===== src/rtl/trax_pkg.sv =====
// Shared definitions for the Trax move engine: move word layout, tile and
// colour codes, engine handshake bit indices and the sequencer state encoding.
package trax_pkg;

   localparam int MOVE_W = 22;

   localparam logic [1:0] TILE_EMPTY  = 2'd0;
   localparam logic [1:0] TILE_PLUS   = 2'd1;
   localparam logic [1:0] TILE_SLASH  = 2'd2;
   localparam logic [1:0] TILE_BSLASH = 2'd3;

   localparam logic COLOR_WHITE = 1'b0;
   localparam logic COLOR_BLACK = 1'b1;

   localparam int ENG_LOAD   = 0;
   localparam int ENG_AUTO   = 1;
   localparam int ENG_COMMIT = 2;
   localparam int ENG_SHDN   = 3;
   localparam int ENG_SHRT   = 4;
   localparam int ENG_CHOOSE = 5;
   localparam int ENG_N      = 6;

   // White's opening move: a plus tile at the origin.
   localparam logic [MOVE_W-1:0] OPEN_MOVE = {TILE_PLUS, 10'd0, 10'd0};

   typedef enum logic [2:0] {
      ST_IDLE, ST_LOAD, ST_AUTO, ST_COMMIT, ST_SHDN, ST_SHRT, ST_CHOOSE, ST_SEND
   } seq_state_t;

   // Whose move is currently being applied to the board.
   typedef enum logic {PASS_OPP, PASS_OWN} pass_t;

   // One-hot engine start vector belonging to a state; zero for non-engine states.
   function automatic logic [ENG_N-1:0] start_vec(seq_state_t s);
      logic [ENG_N-1:0] v;
      v = '0;
      case (s)
         ST_LOAD:   v[ENG_LOAD]   = 1'b1;
         ST_AUTO:   v[ENG_AUTO]   = 1'b1;
         ST_COMMIT: v[ENG_COMMIT] = 1'b1;
         ST_SHDN:   v[ENG_SHDN]   = 1'b1;
         ST_SHRT:   v[ENG_SHRT]   = 1'b1;
         ST_CHOOSE: v[ENG_CHOOSE] = 1'b1;
         default:   v = '0;
      endcase
      return v;
   endfunction

   // After the board settles: the opponent's move needs a reply, our own move is sent.
   function automatic seq_state_t post_commit(pass_t p);
      return (p == PASS_OWN) ? ST_SEND : ST_CHOOSE;
   endfunction

endpackage


===== src/rtl/trax_step_sequencer_if.sv =====
// Handshake bundle between the sequencer, the transceiver and the board engines.
interface trax_step_sequencer_if;
   import trax_pkg::*;

   logic              rx_valid;
   logic              rx_color;
   logic [MOVE_W-1:0] rx_move;
   logic [ENG_N-1:0]  eng_start;
   logic [ENG_N-1:0]  eng_done;
   logic [MOVE_W-1:0] eng_move;
   logic              ac_changed;
   logic              grow_down;
   logic              grow_right;
   logic [MOVE_W-1:0] chosen_move;
   logic              tx_start;
   logic [MOVE_W-1:0] tx_move;
   logic              busy;
   logic              error;
   logic              overrun;

   modport slave (
      input  rx_valid, rx_color, rx_move, eng_done, ac_changed, grow_down, grow_right, chosen_move,
      output eng_start, eng_move, tx_start, tx_move, busy, error, overrun
   );

   modport master (
      output rx_valid, rx_color, rx_move, eng_done, ac_changed, grow_down, grow_right, chosen_move,
      input  eng_start, eng_move, tx_start, tx_move, busy, error, overrun
   );

endinterface


===== src/rtl/trax_phase_watchdog.sv =====
// Per-phase timeout: counts cycles since the last engine start and flags
// expiry once WD_CYCLES cycles (start cycle included) have elapsed.
module trax_phase_watchdog #(
   parameter int WD_CYCLES = 8192
) (
   input  logic clk,
   input  logic reset,
   input  logic clear,
   output logic expire
);
   localparam int               CNT_W = $clog2(WD_CYCLES + 1);
   localparam logic [CNT_W-1:0] LAST  = CNT_W'(WD_CYCLES - 1);

   logic [CNT_W-1:0] cnt;

   // Count up from the start cycle and saturate; a new start restarts the count.
   always_ff @(posedge clk) begin
      if (reset)
         cnt <= '0;
      else if (clear)
         cnt <= CNT_W'(1);
      else if (cnt != LAST)
         cnt <= cnt + CNT_W'(1);
   end

   // The start cycle itself never expires: cnt is stale until the clear lands.
   assign expire = (cnt == LAST) && !clear;

endmodule


===== src/rtl/trax_step_sequencer.sv =====
// Per-turn phase scheduler for the Trax move engine.
//
//  state     | meaning
//  ----------+-------------------------------------------------------------
//  IDLE      | waiting for an opponent move or game start
//  LOAD      | LOAD engine placing eng_move on the board
//  AUTO      | autocomplete pass; repeats while the board keeps changing
//  COMMIT    | commit board, report whether row 0 / col 0 got a tile
//  SHDN      | shift board down one row
//  SHRT      | shift board right one column
//  CHOOSE    | pick our reply, which is then loaded like any other move
//  SEND      | hand our move to the transmitter
module trax_step_sequencer
   import trax_pkg::*;
#(
   parameter int AC_MAX_ITER = 64,
   parameter int WD_CYCLES   = 8192
) (
   input  logic                  clk,
   input  logic                  reset,
   trax_step_sequencer_if.slave  bus
);
   localparam int                ITER_W    = $clog2(AC_MAX_ITER + 1);
   localparam logic [ITER_W-1:0] ITER_LAST = ITER_W'(AC_MAX_ITER - 1);

   seq_state_t        state;
   pass_t             pass_q;
   logic              first;
   logic              grow_right_q;
   logic [ITER_W-1:0] iter;
   logic              wd_expire;
   logic              eng_hit;

   // Only the done bit of the engine we are waiting on counts.
   assign eng_hit  = |(bus.eng_done & start_vec(state));
   assign bus.busy = (state != ST_IDLE);

   trax_phase_watchdog #(.WD_CYCLES(WD_CYCLES)) u_watchdog (
      .clk    (clk),
      .reset  (reset),
      .clear  (|bus.eng_start),
      .expire (wd_expire)
   );

   // Phase sequencing with registered start/transmit pulses.
   always_ff @(posedge clk) begin
      if (reset) begin
         state         <= ST_IDLE;
         pass_q        <= PASS_OPP;
         first         <= 1'b1;
         grow_right_q  <= 1'b0;
         iter          <= '0;
         bus.eng_start <= '0;
         bus.eng_move  <= '0;
         bus.tx_start  <= 1'b0;
         bus.tx_move   <= '0;
         bus.error     <= 1'b0;
         bus.overrun   <= 1'b0;
      end else begin
         bus.eng_start <= '0;
         bus.tx_start  <= 1'b0;
         if (bus.rx_valid && state != ST_IDLE)
            bus.overrun <= 1'b1;

         case (state)
            ST_IDLE: begin
               if (bus.rx_valid) begin
                  first <= 1'b0;
                  if (first && bus.rx_color == COLOR_WHITE) begin
                     pass_q       <= PASS_OWN;
                     bus.eng_move <= OPEN_MOVE;
                  end else begin
                     pass_q       <= PASS_OPP;
                     bus.eng_move <= bus.rx_move;
                  end
                  state         <= ST_LOAD;
                  bus.eng_start <= start_vec(ST_LOAD);
               end
            end
            ST_SEND: begin
               bus.tx_start <= 1'b1;
               bus.tx_move  <= bus.eng_move;
               state        <= ST_IDLE;
            end
            default: begin
               if (eng_hit) begin
                  case (state)
                     ST_LOAD: begin
                        iter          <= '0;
                        state         <= ST_AUTO;
                        bus.eng_start <= start_vec(ST_AUTO);
                     end
                     ST_AUTO: begin
                        if (!bus.ac_changed) begin
                           state         <= ST_COMMIT;
                           bus.eng_start <= start_vec(ST_COMMIT);
                        end else if (iter == ITER_LAST) begin
                           bus.error <= 1'b1;
                           state     <= ST_IDLE;
                        end else begin
                           iter          <= iter + ITER_W'(1);
                           bus.eng_start <= start_vec(ST_AUTO);
                        end
                     end
                     ST_COMMIT: begin
                        grow_right_q <= bus.grow_right;
                        if (bus.grow_down) begin
                           state         <= ST_SHDN;
                           bus.eng_start <= start_vec(ST_SHDN);
                        end else if (bus.grow_right) begin
                           state         <= ST_SHRT;
                           bus.eng_start <= start_vec(ST_SHRT);
                        end else begin
                           state         <= post_commit(pass_q);
                           bus.eng_start <= start_vec(post_commit(pass_q));
                        end
                     end
                     ST_SHDN: begin
                        if (grow_right_q) begin
                           state         <= ST_SHRT;
                           bus.eng_start <= start_vec(ST_SHRT);
                        end else begin
                           state         <= post_commit(pass_q);
                           bus.eng_start <= start_vec(post_commit(pass_q));
                        end
                     end
                     ST_SHRT: begin
                        state         <= post_commit(pass_q);
                        bus.eng_start <= start_vec(post_commit(pass_q));
                     end
                     ST_CHOOSE: begin
                        bus.eng_move  <= bus.chosen_move;
                        pass_q        <= PASS_OWN;
                        state         <= ST_LOAD;
                        bus.eng_start <= start_vec(ST_LOAD);
                     end
                     default: state <= ST_IDLE;
                  endcase
               end else if (wd_expire) begin
                  bus.error <= 1'b1;
                  state     <= ST_IDLE;
               end
            end
         endcase
      end
   end

endmodule


===== src/flat_wrapper.sv =====
// flat-port wrapper written by rule: the top's interface ports become plain ports
module trax_step_sequencer_flat import trax_pkg::*;
#(
   parameter int AC_MAX_ITER = 64,
   parameter int WD_CYCLES   = 8192
)
  (clk, reset, bus_rx_valid, bus_rx_color, bus_rx_move, bus_eng_done, bus_ac_changed, bus_grow_down, bus_grow_right, bus_chosen_move, bus_eng_start, bus_eng_move, bus_tx_start, bus_tx_move, bus_busy, bus_error, bus_overrun);
  trax_step_sequencer_if bus_i ();
  input  logic clk;
  input  logic reset;
  input wire logic [$bits(bus_i.rx_valid)-1:0] bus_rx_valid;
  input wire logic [$bits(bus_i.rx_color)-1:0] bus_rx_color;
  input wire logic [$bits(bus_i.rx_move)-1:0] bus_rx_move;
  input wire logic [$bits(bus_i.eng_done)-1:0] bus_eng_done;
  input wire logic [$bits(bus_i.ac_changed)-1:0] bus_ac_changed;
  input wire logic [$bits(bus_i.grow_down)-1:0] bus_grow_down;
  input wire logic [$bits(bus_i.grow_right)-1:0] bus_grow_right;
  input wire logic [$bits(bus_i.chosen_move)-1:0] bus_chosen_move;
  output wire logic [$bits(bus_i.eng_start)-1:0] bus_eng_start;
  output wire logic [$bits(bus_i.eng_move)-1:0] bus_eng_move;
  output wire logic [$bits(bus_i.tx_start)-1:0] bus_tx_start;
  output wire logic [$bits(bus_i.tx_move)-1:0] bus_tx_move;
  output wire logic [$bits(bus_i.busy)-1:0] bus_busy;
  output wire logic [$bits(bus_i.error)-1:0] bus_error;
  output wire logic [$bits(bus_i.overrun)-1:0] bus_overrun;
  assign bus_i.rx_valid = bus_rx_valid;
  assign bus_i.rx_color = bus_rx_color;
  assign bus_i.rx_move = bus_rx_move;
  assign bus_i.eng_done = bus_eng_done;
  assign bus_i.ac_changed = bus_ac_changed;
  assign bus_i.grow_down = bus_grow_down;
  assign bus_i.grow_right = bus_grow_right;
  assign bus_i.chosen_move = bus_chosen_move;
  assign bus_eng_start = bus_i.eng_start;
  assign bus_eng_move = bus_i.eng_move;
  assign bus_tx_start = bus_i.tx_start;
  assign bus_tx_move = bus_i.tx_move;
  assign bus_busy = bus_i.busy;
  assign bus_error = bus_i.error;
  assign bus_overrun = bus_i.overrun;
  trax_step_sequencer #(.AC_MAX_ITER(AC_MAX_ITER), .WD_CYCLES(WD_CYCLES)) u_core (.clk(clk), .reset(reset), .bus(bus_i));
endmodule

===== config.mk =====
export PLATFORM = sky130hd
export DESIGN_NAME = trax_step_sequencer_flat
export DESIGN_NICKNAME = d
export VERILOG_FILES = /design/src/rtl/trax_pkg.sv /design/src/rtl/trax_step_sequencer_if.sv /design/src/rtl/trax_phase_watchdog.sv /design/src/rtl/trax_step_sequencer.sv /design/src/flat_wrapper.sv
export SDC_FILE = /design/constraint.sdc
export NUM_CORES = 1
export LEC_CHECK = 0
export BUFFER_PORTS_ARGS = -buffer_cell sky130_fd_sc_hd__buf_4
export CAP_MARGIN = 20
export CORE_ASPECT_RATIO = 1.25
export CORE_UTILIZATION = 25
export DETAILED_ROUTE_END_ITERATION = 8
export PLACE_DENSITY = 0.42
export SKIP_CTS_REPAIR_TIMING = 1
export SYNTH_ARGS = -nofsm -noshare
export SYNTH_HDL_FRONTEND = slang
export SYNTH_SLANG_ARGS = --single-unit

===== constraint.sdc =====
create_clock -name clk -period 5.2 [get_ports clk]
set_input_delay 0.52 -clock clk [delete_from_list [all_inputs] [get_ports clk]]
set_output_delay 0.52 -clock clk [all_outputs]
set_load 0.005 [all_outputs]

## Word level (Yosys, flattened, before mapping)

Index checks and enable logic that the tools add are counted.
Widths: inputs -> output; s select.

| storage, ports and cells | value |
|---|---|
| register bits after elaboration | 80 |
| output and inout port bits | 54 |
| logic and storage cells | 117 |

| cells by class | value |
|---|---|
| $add $sub $neg | 2 |
| eq/ne operators | 23 |
| muxes and demuxes | 53 |
| bitwise logic cells | 4 |
| reductions and logical operators | 22 |

Operators with widths:

| operator | number |
|---|---|
| $mux 22 | 4 |
| $pmux 22 s2 | 1 |
| $pmux 6 s6 | 1 |
| $mux 6 | 5 |
| $mux 1 | 26 |
| $mux 3 | 8 |
| $eq 3x3->1 const B | 7 |
| $pmux 3 s6 | 1 |
| $add 14x1->14 const B | 1 |
| $eq 14x13->1 const B | 1 |
| $mux 7 | 2 |
| $ne 14x13->1 const B | 1 |
| $pmux 7 s2 | 1 |
| $eq 3x2->1 const B | 4 |
| $ne 2x2->1 const B | 6 |
| $pmux 6 s2 | 1 |
| $reduce_or 6->1 | 2 |
| $reduce_and 5->1 | 2 |
| $reduce_bool 2->1 | 5 |
| $add 7x1->7 const B | 1 |
| $eq 7x6->1 const B | 1 |
| $reduce_or 7->1 | 1 |
| $and 6x6->6 | 1 |
| $eq 3x1->1 const B | 2 |
| other kinds (14) | 19 |

## Logic depth before layout (Yosys ltp)

Gate-level depths: netlist of run 1.

| depth | value |
|---|---|
| depth in word-level cells | 8 |
| mapped depth | 8 |

## Hierarchy

Synthesis of run 1 repeated with hierarchy kept, for this count alone.

| unflattened totals | value |
|---|---|
| cell total of the unflattened synthesis | 430 |
| area total of the unflattened synthesis | 3558.4 um2 |

By module, submodules not included:

| module | times used | cells an instance | area an instance (um2) | seq. area each (um2) |
|---|---|---|---|---|
| trax_step_sequencer | 1 | 350 | 2869.0 | 1321.3 |
| trax_phase_watchdog | 1 | 80 | 689.4 | 280.3 |

## Worst setup path before layout of run 1

No wires, ideal clock.

| path | value |
|---|---|
| path type | input to register |
| start point | input port bus_eng_done[2] |
| end point | register u_core.state[0] |
| data arrival time | 1.710 ns |
| data required time | 5.097 ns |
| slack | 3.387 ns |
| stages on the path | 6 |
| buffers on the path | 0 |
| cell sequence | nand4b_1 -> o21a_1 -> and3_4 -> o32ai_4 -> o21ba_1 -> a2111oi_2 |

| on the way | value |
|---|---|
| cells in the longest elaborated chain, start to end | 4 |

Ends and longest elaborated chain:

| element | RTL line | text |
|---|---|---|
| start, declared | flat_wrapper.sv:14 | `input wire logic [$bits(bus_i.eng_done)-1:0] bus_eng_done;` |
| $and 6x6->6 * | trax_step_sequencer.sv:35 | `assign eng_hit = \|(bus.eng_done & start_vec(state));` |
| $reduce_or 6->1 * | trax_step_sequencer.sv:35 |  |
| $ne 6x6->1 (no line) (tied with other cells) | n/a |  |
| $reduce_and 3->1 (no line) / $pmux 3 s2 (equally long branches) | n/a |  |
| end signal, assigned | trax_step_sequencer.sv:114 | `state <= post_commit(pass_q);` |
| end signal, assigned | trax_step_sequencer.sv:123 | `state <= post_commit(pass_q);` |
| end signal, assigned | trax_step_sequencer.sv:128 | `state <= post_commit(pass_q);` |
| end, declared | trax_step_sequencer.sv:26 | `seq_state_t state;` |

Mark *: on every way between the ends. The rest lies on a longest branch, timed or not.
A chain may end at the register's enable or synchronous reset.

## Final worst setup path of run 1

| path | value |
|---|---|
| start point | register u_core.state[2] |
| end point | output port bus_busy |

| on the way | value |
|---|---|
| cells in the longest elaborated chain, start to end | 1 |

Ends and longest elaborated chain:

| element | RTL line | text |
|---|---|---|
| $reduce_bool 3->1 | trax_step_sequencer.sv:36 | `assign bus.busy = (state != ST_IDLE);` |
| end, declared | flat_wrapper.sv:23 | `output wire logic [$bits(bus_i.busy)-1:0] bus_busy;` |

No other way between the ends.

==> flow_metrics.tcl, run 1 <==
set metrics [dict create \
    status "completed" \
    syn_avg_cell_area_um2 8.23 \
    yosysUniqueCellTypes 50 \
    portBuffers 110 \
    finalCritPeriodShare_pct 49.8 \
    grt_first_pass_wirelength_um 17000 \
    drtAntennaViolNets 0 \
    drv_cap 0 \
    finalClockSkew_ns 0.00447 \
    dp.cells 676 \
    dr_total_vias 3335 \
    tightestPinTransition_ns 1.03 \
    routedWlPerCell_um 14.8 \
    drt_iter0_drc 76 \
    fillCellCount 1406 \
    max_freq_mhz 386 \
    vdd_drop_max_mv 0.131 \
    clkTransAtPathRegs_ns 0.06 \
    slew_headroom_pct 31.6 \
    totalWireLength_um 10300 \
    numCtsBuffers 9 \
    pre_cts_ws_ns 2.82 \
    powerDensity_nw_per_um2 365 \
    core_um2 13300 \
    p_leak_uw 0.00185 \
    final_cell_mix "buf_4 (113), nand2_1 (80), dfxtp_1 (80), nor2_1 (52), nand3_1 (34)" \
    setup_ws_ns 2.61 \
    fp.dieW_um 107 \
    synth_flop_cell "dfxtp_1" \
    clock_tree.buffer_depth 2 \
    gp_congestion 0.777 \
    setup.worst_path.class "register to primary output" \
    final_cells 693 \
    totalNegativeSetupSlack_ns 0 \
    crit_fanout 27 \
    drive_gt1_share_pct 27.6 \
    hold_ws_ns 0.456 \
    finish.utilization_pct 35.6 \
    cts_tree "built" \
    fin_nets 576 \
    synthCells 419 \
    regArea_um2 1600 \
    firstDrtPassIters 4 \
    placementRows 47 \
    period_needed_ns 2.59 \
    root_buffer "clkbuf_16" \
    multiInputGateArea_um2 1730 \
    hold_viol 0 \
    setup_violations 0 \
    syn_nets 478 \
    area_delta_synth_final_pct 38.0 \
    grt_antenna_before_repair 0 \
    yosysWarnings 0 \
    clock_latency_ns 0.33 \
    hp-class "register to register" \
    slew_viol_final 0 \
    track_usage_pct 15.1 \
    ys_seq_area_share_pct 46.5 \
    synthArstFlopShare_pct 0 \
    grt_max_degree 61 \
    cp.arrival_ns 2.07 \
    netlist_area_um2 3450 \
    io_pins 111 \
    grt_pass1_vias 3318 \
    dieArea_um2 14300 \
    viasPerCell 4.81 \
    clock-sinks 80 \
    hpwlAfterDp_um 6990 \
    layout_commonest_cell "buf_4" \
    required_ns 4.68 \
    die_y_um 133 \
    rsz0062_at_grt "no" \
    synth_seq_cells 80 \
    diodes 0 \
    start_util_pct 25.8 \
    htreeDepth 3 \
    drc 0 \
    synth-edff-count 0 \
    cp-start-kind "register" \
    grt_overflow 0 \
    critPathCaptureType "primary output" \
]
-- registers in the layout, indices dropped and copies added (netlist names) --
name,count
u_core.bus.eng_move,22
u_core.bus.eng_start,6
u_core.bus.error,1
u_core.bus.overrun,1
u_core.bus.tx_move,22
u_core.bus.tx_start,1
u_core.first,1
u_core.grow_right_q,1
u_core.iter,7
u_core.pass_q,1
u_core.state,3
u_core.u_watchdog.cnt,14
-- worst paths after layout --
path,startpoint,endpoint,slack (ns),cells past startpoint
setup / recovery,u_core.state[2],bus_busy,2.61,4
hold / removal,u_core.bus.tx_move[3],u_core.bus.tx_move[3],0.46,2
setup reg to reg,u_core.state[0],u_core.state[0],2.85,6
hold reg to reg,u_core.bus.tx_move[3],u_core.bus.tx_move[3],0.46,2
-- layout make-up --
type,count,share of cell area [%]
Timing Repair Buffer,114,18.2
Sequential cell,80,33.7
Tap cell,171,4.50
Clock inverter,6,1.74
Clock buffer,10,5.02
Inverter,6,0.473
Multi-Input combinational cell,306,36.4
-- cell families (layout without fill, tap and decap cells) --
family / after synthesis / in the layout / synth area share [%]
AND/OR/NAND/NOR: 211 / 211 / 28.5
adder cells (fa/ha/maj): 2 / 2 / 0.726
XOR/XNOR: 15 / 15 / 3.81
buffers and inverters: 33 / 136 / 3.99
multiplexers: 2 / 2 / 0.581
AO/OA/AOI/OAI: 76 / 76 / 15.9
flip-flops: 80 / 80 / 46.5
-- synthesized netlist by cell type, types with 3 or more instances --
cell type	count	area, um^2
a21oi_1	31	155
a311oi_1	22	193
buf_1	4	15.0
buf_2	5	25.0
clkbuf_1	17	63.8
dfxtp_1	80	1600
inv_1	3	11.3
inv_2	3	11.3
nand2_1	80	300
nand2b_1	5	31.3
nand3_1	34	170
nand4_1	4	25.0
nor2_1	52	195
nor2b_1	3	18.8
nor3_1	8	40.0
nor3b_1	7	52.6
nor4_1	3	18.8
o21ai_0	4	20.0
xnor2_1	13	114
-- through the flow --
| step | power, uW | cell area [um^2] |
|---|---|---|
| after floorplan | 917 | 3450 |
| after global placement | 1070 | 4420 |
| after detailed placement | 1070 | 4420 |
| after CTS | 1760 | 4740 |
| after global routing | 1840 | 4760 |
| final | 1740 | 4760 |
-- critical path, cell delays in order (launching register included) --
cell and delay, ns:
dfxtp_1 0.71, nor3_4 0.08, buf_4 0.26, inv_2 0.46
buf_4 0.21
-- where the power goes --
part | total [uW] | switching [uW] | internal [uW]
combinational | 352 | 193 | 159
clock | 676 | 245 | 431
sequential | 708 | 48.7 | 659
total | 1740 | 486 | 1250
-- layer usage --
layer / routed length (um) / GRT usage [%] / vias up
met5: 0 / 0 / -
met4: 121 / 5.40 / 0
met3: 676 / 4.65 / 10
met2: 5070 / 25.2 / 93
met1: 4410 / 18.0 / 1570
li1: - / - / 1662
Note: power is estimated with default switching activity, not from simulation.
==> inputs of run 2 (changes only) <==
==> constraint.sdc (replaced) <==
create_clock -name clk -period 2.55 [get_ports clk]
set_input_delay 0.255 -clock clk [delete_from_list [all_inputs] [get_ports clk]]
set_output_delay 0.255 -clock clk [all_outputs]
set_load 0.005 [all_outputs]
==> run 2 against run 1 <==
  * Critical path depth is 2 higher
  * Setup slack worse by 2.3 ns
  * Clock power is 92% higher
  * Critical endpoint is now u_core.state[0]
  * Cell count is 0.58% higher
  * Global-route usage is 0.50 points higher
  * Routed wire length is 0.91% higher
  * Largest cell class unchanged
  * Sequential share of layout area is 0.11 points lower
  * Clock skew is 0.0015 ns higher
  * Flip-flop and latch count stayed put
  * First-iteration DRC count is 47% higher
  * Non-clock buffer count is 4 higher
  * Cell area is 0.32% higher
  * Critical path type is now register to register
==> flow_metrics.tcl, run 2 (synthesis gave the netlist of run 1 again) <==
set metrics [dict create \
    drt_iter0_drc 112 \
    cp.depth 6 \
    diodes 0 \
    hpwlAfterDp_um 7170 \
    p_comb_share_pct 21.4 \
    fillCellCount 1410 \
    max_freq_mhz 443 \
    setup_violations 0 \
    numCtsBuffers 9 \
    cp-start-kind "register" \
    routedWlPerCell_um 14.9 \
    slew_viol_final 0 \
    slew_headroom_pct 60.3 \
    setup_ws_ns 0.293 \
    power.switching_uw 1010 \
    final_cells 697 \
    period_needed_ns 2.26 \
    dpl_cell_area_um2 4450 \
    start_util_pct 25.8 \
    finalCritPeriodShare_pct 88.5 \
    root_buffer "clkbuf_16" \
    grt_antenna_before_repair 0 \
    min_from "bus_chosen_move[10]" \
    crit_chain "nand4b_1, o21a_1, and3_4, o21ai_1, o21ba_1, a2111oi_2" \
    dp.cells 680 \
    dieArea_um2 14300 \
    setup.worst_path.class "register to register" \
    design_area_um2 4770 \
    core_um2 13300 \
    totalWireLength_um 10400 \
    crit_fanout 16 \
    drive_gt1_share_pct 27.9 \
    grt_first_pass_wirelength_um 17400 \
    hold_viol 0 \
    portBuffers 110 \
    holdPathEnd "u_core.bus.eng_move[10]" \
    powerDensity_nw_per_um2 729 \
    drc 0 \
    critPathCaptureType "register" \
    dr_total_vias 3310 \
    cp_top_family "compound AO/OA/AOI/OAI gates" \
    regArea_um2 1600 \
    r2r_setup_slack_ns 0.29 \
    io_pins 111 \
    drv_cap 0 \
    p_leak_uw 0.00186 \
    pre_cts_ws_ns 0.316 \
    area_delta_synth_final_pct 38.5 \
    crit_slowest_cell "dfxtp_1" \
    status "completed" \
    clock_latency_ns 0.33 \
    final_cell_mix "buf_4 (117), nand2_1 (80), dfxtp_1 (80), nor2_1 (52), nand3_1 (34)" \
    clockPowerShare_pct 37.3 \
    p_int_uw 2470 \
    viasPerCell 4.75 \
    rsz0062_at_grt "no" \
    tightestPinTransition_ns 0.595 \
    startpoint "u_core.state[2]" \
    firstDrtPassIters 4 \
    fin_nets 580 \
    r2r_end "u_core.state[0]" \
    grt_overflow 0 \
    track_usage_pct 15.6 \
    cp.arrival_ns 2.49 \
    gp_congestion 0.803 \
    clock-sinks 80 \
    layout_commonest_cell "buf_4" \
    p_sw_share_pct 29.1 \
    fp.dieW_um 107 \
    htreeDepth 3 \
    totalNegativeSetupSlack_ns 0 \
    vdd_drop_max_mv 0.338 \
    die_y_um 133 \
    hp-class "primary input to register" \
    drtAntennaViolNets 0 \
    r2r-start "u_core.state[2]" \
    required_ns 2.78 \
    clock_tree.buffer_depth 2 \
    crit_buf_inv 0 \
    clkTransAtPathRegs_ns 0.06 \
    multiInputGateArea_um2 1730 \
    placementRows 47 \
    r2r_cells 6 \
    grt_max_degree 48 \
    top_regs "u_core.bus.eng_move (22), u_core.bus.tx_move (22), u_core.u_watchdog.cnt (14)" \
    cts_tree "built" \
    grt_pass1_vias 3313 \
    holdPathStages 3 \
    finalClockSkew_ns 0.00598 \
    seq_power_share_pct 41.2 \
    cp_slowest_stage_delay_ns 0.70 \
]
-- run 2: final cells by class --
cell class                      count  share of cell area [%]
Tap cell                          171                    4.48
Multi-Input combinational cell    306                    36.3
Sequential cell                    80                    33.6
Timing Repair Buffer              118                    19.0
Inverter                            6                   0.472
Clock inverter                      5                    1.18
Clock buffer                       11                    5.09
-- run 2: power groups by stage --
stage	Clock, uW	Sequential, uW	Combinational, uW
2_1_floorplan	0	1440	429
3_3_place_gp	0	1460	740
3_5_place_dp	0	1460	744
4_1_cts	1340	1440	747
5_1_grt	1410	1450	837
6_report	1300	1430	744
-- run 2: metrics by stage --
step | hold slack [ns] | utilization, % | power, uW
2_1_floorplan | 0.392 | - | 1870
5_1_grt | 0.192 | 35.8 | 3690
6_report | 0.195 | 35.8 | 3480
4_1_cts | 0.185 | 35.6 | 3520
3_3_place_gp | 0.441 | 33.3 | 2200
3_5_place_dp | 0.451 | 33.3 | 2210
-- run 2: layer usage --
metal | part of all wire, % | track usage (%) | vias to the layer above
met1 | 44 | 19.2 | 1527
met4 | 1.5 | 5.48 | 0
met5 | 0 | 0 | -
met3 | 5.8 | 4.50 | 12
met2 | 48 | 25.7 | 91
li1 | - | - | 1680
-- run 2: worst reg2reg max path, cell delays in order (launching register included) --
cell       delay [ns]
dfxtp_1          0.70
nand4b_1         0.29
o21a_1           0.19
and3_4           0.29
o21ai_1          0.18
o21ba_1          0.25
a2111oi_2        0.28
-- run 2: how the worst max path moves through the flow --
| stage | to |
|---|---|
| 2_1_floorplan | u_core.state[0] |
| 3_3_place_gp | u_core.state[0] |
| 3_5_place_dp | u_core.state[0] |
| 4_1_cts | u_core.state[0] |
| 5_1_grt | u_core.state[0] |
| 6_report | u_core.state[0] |
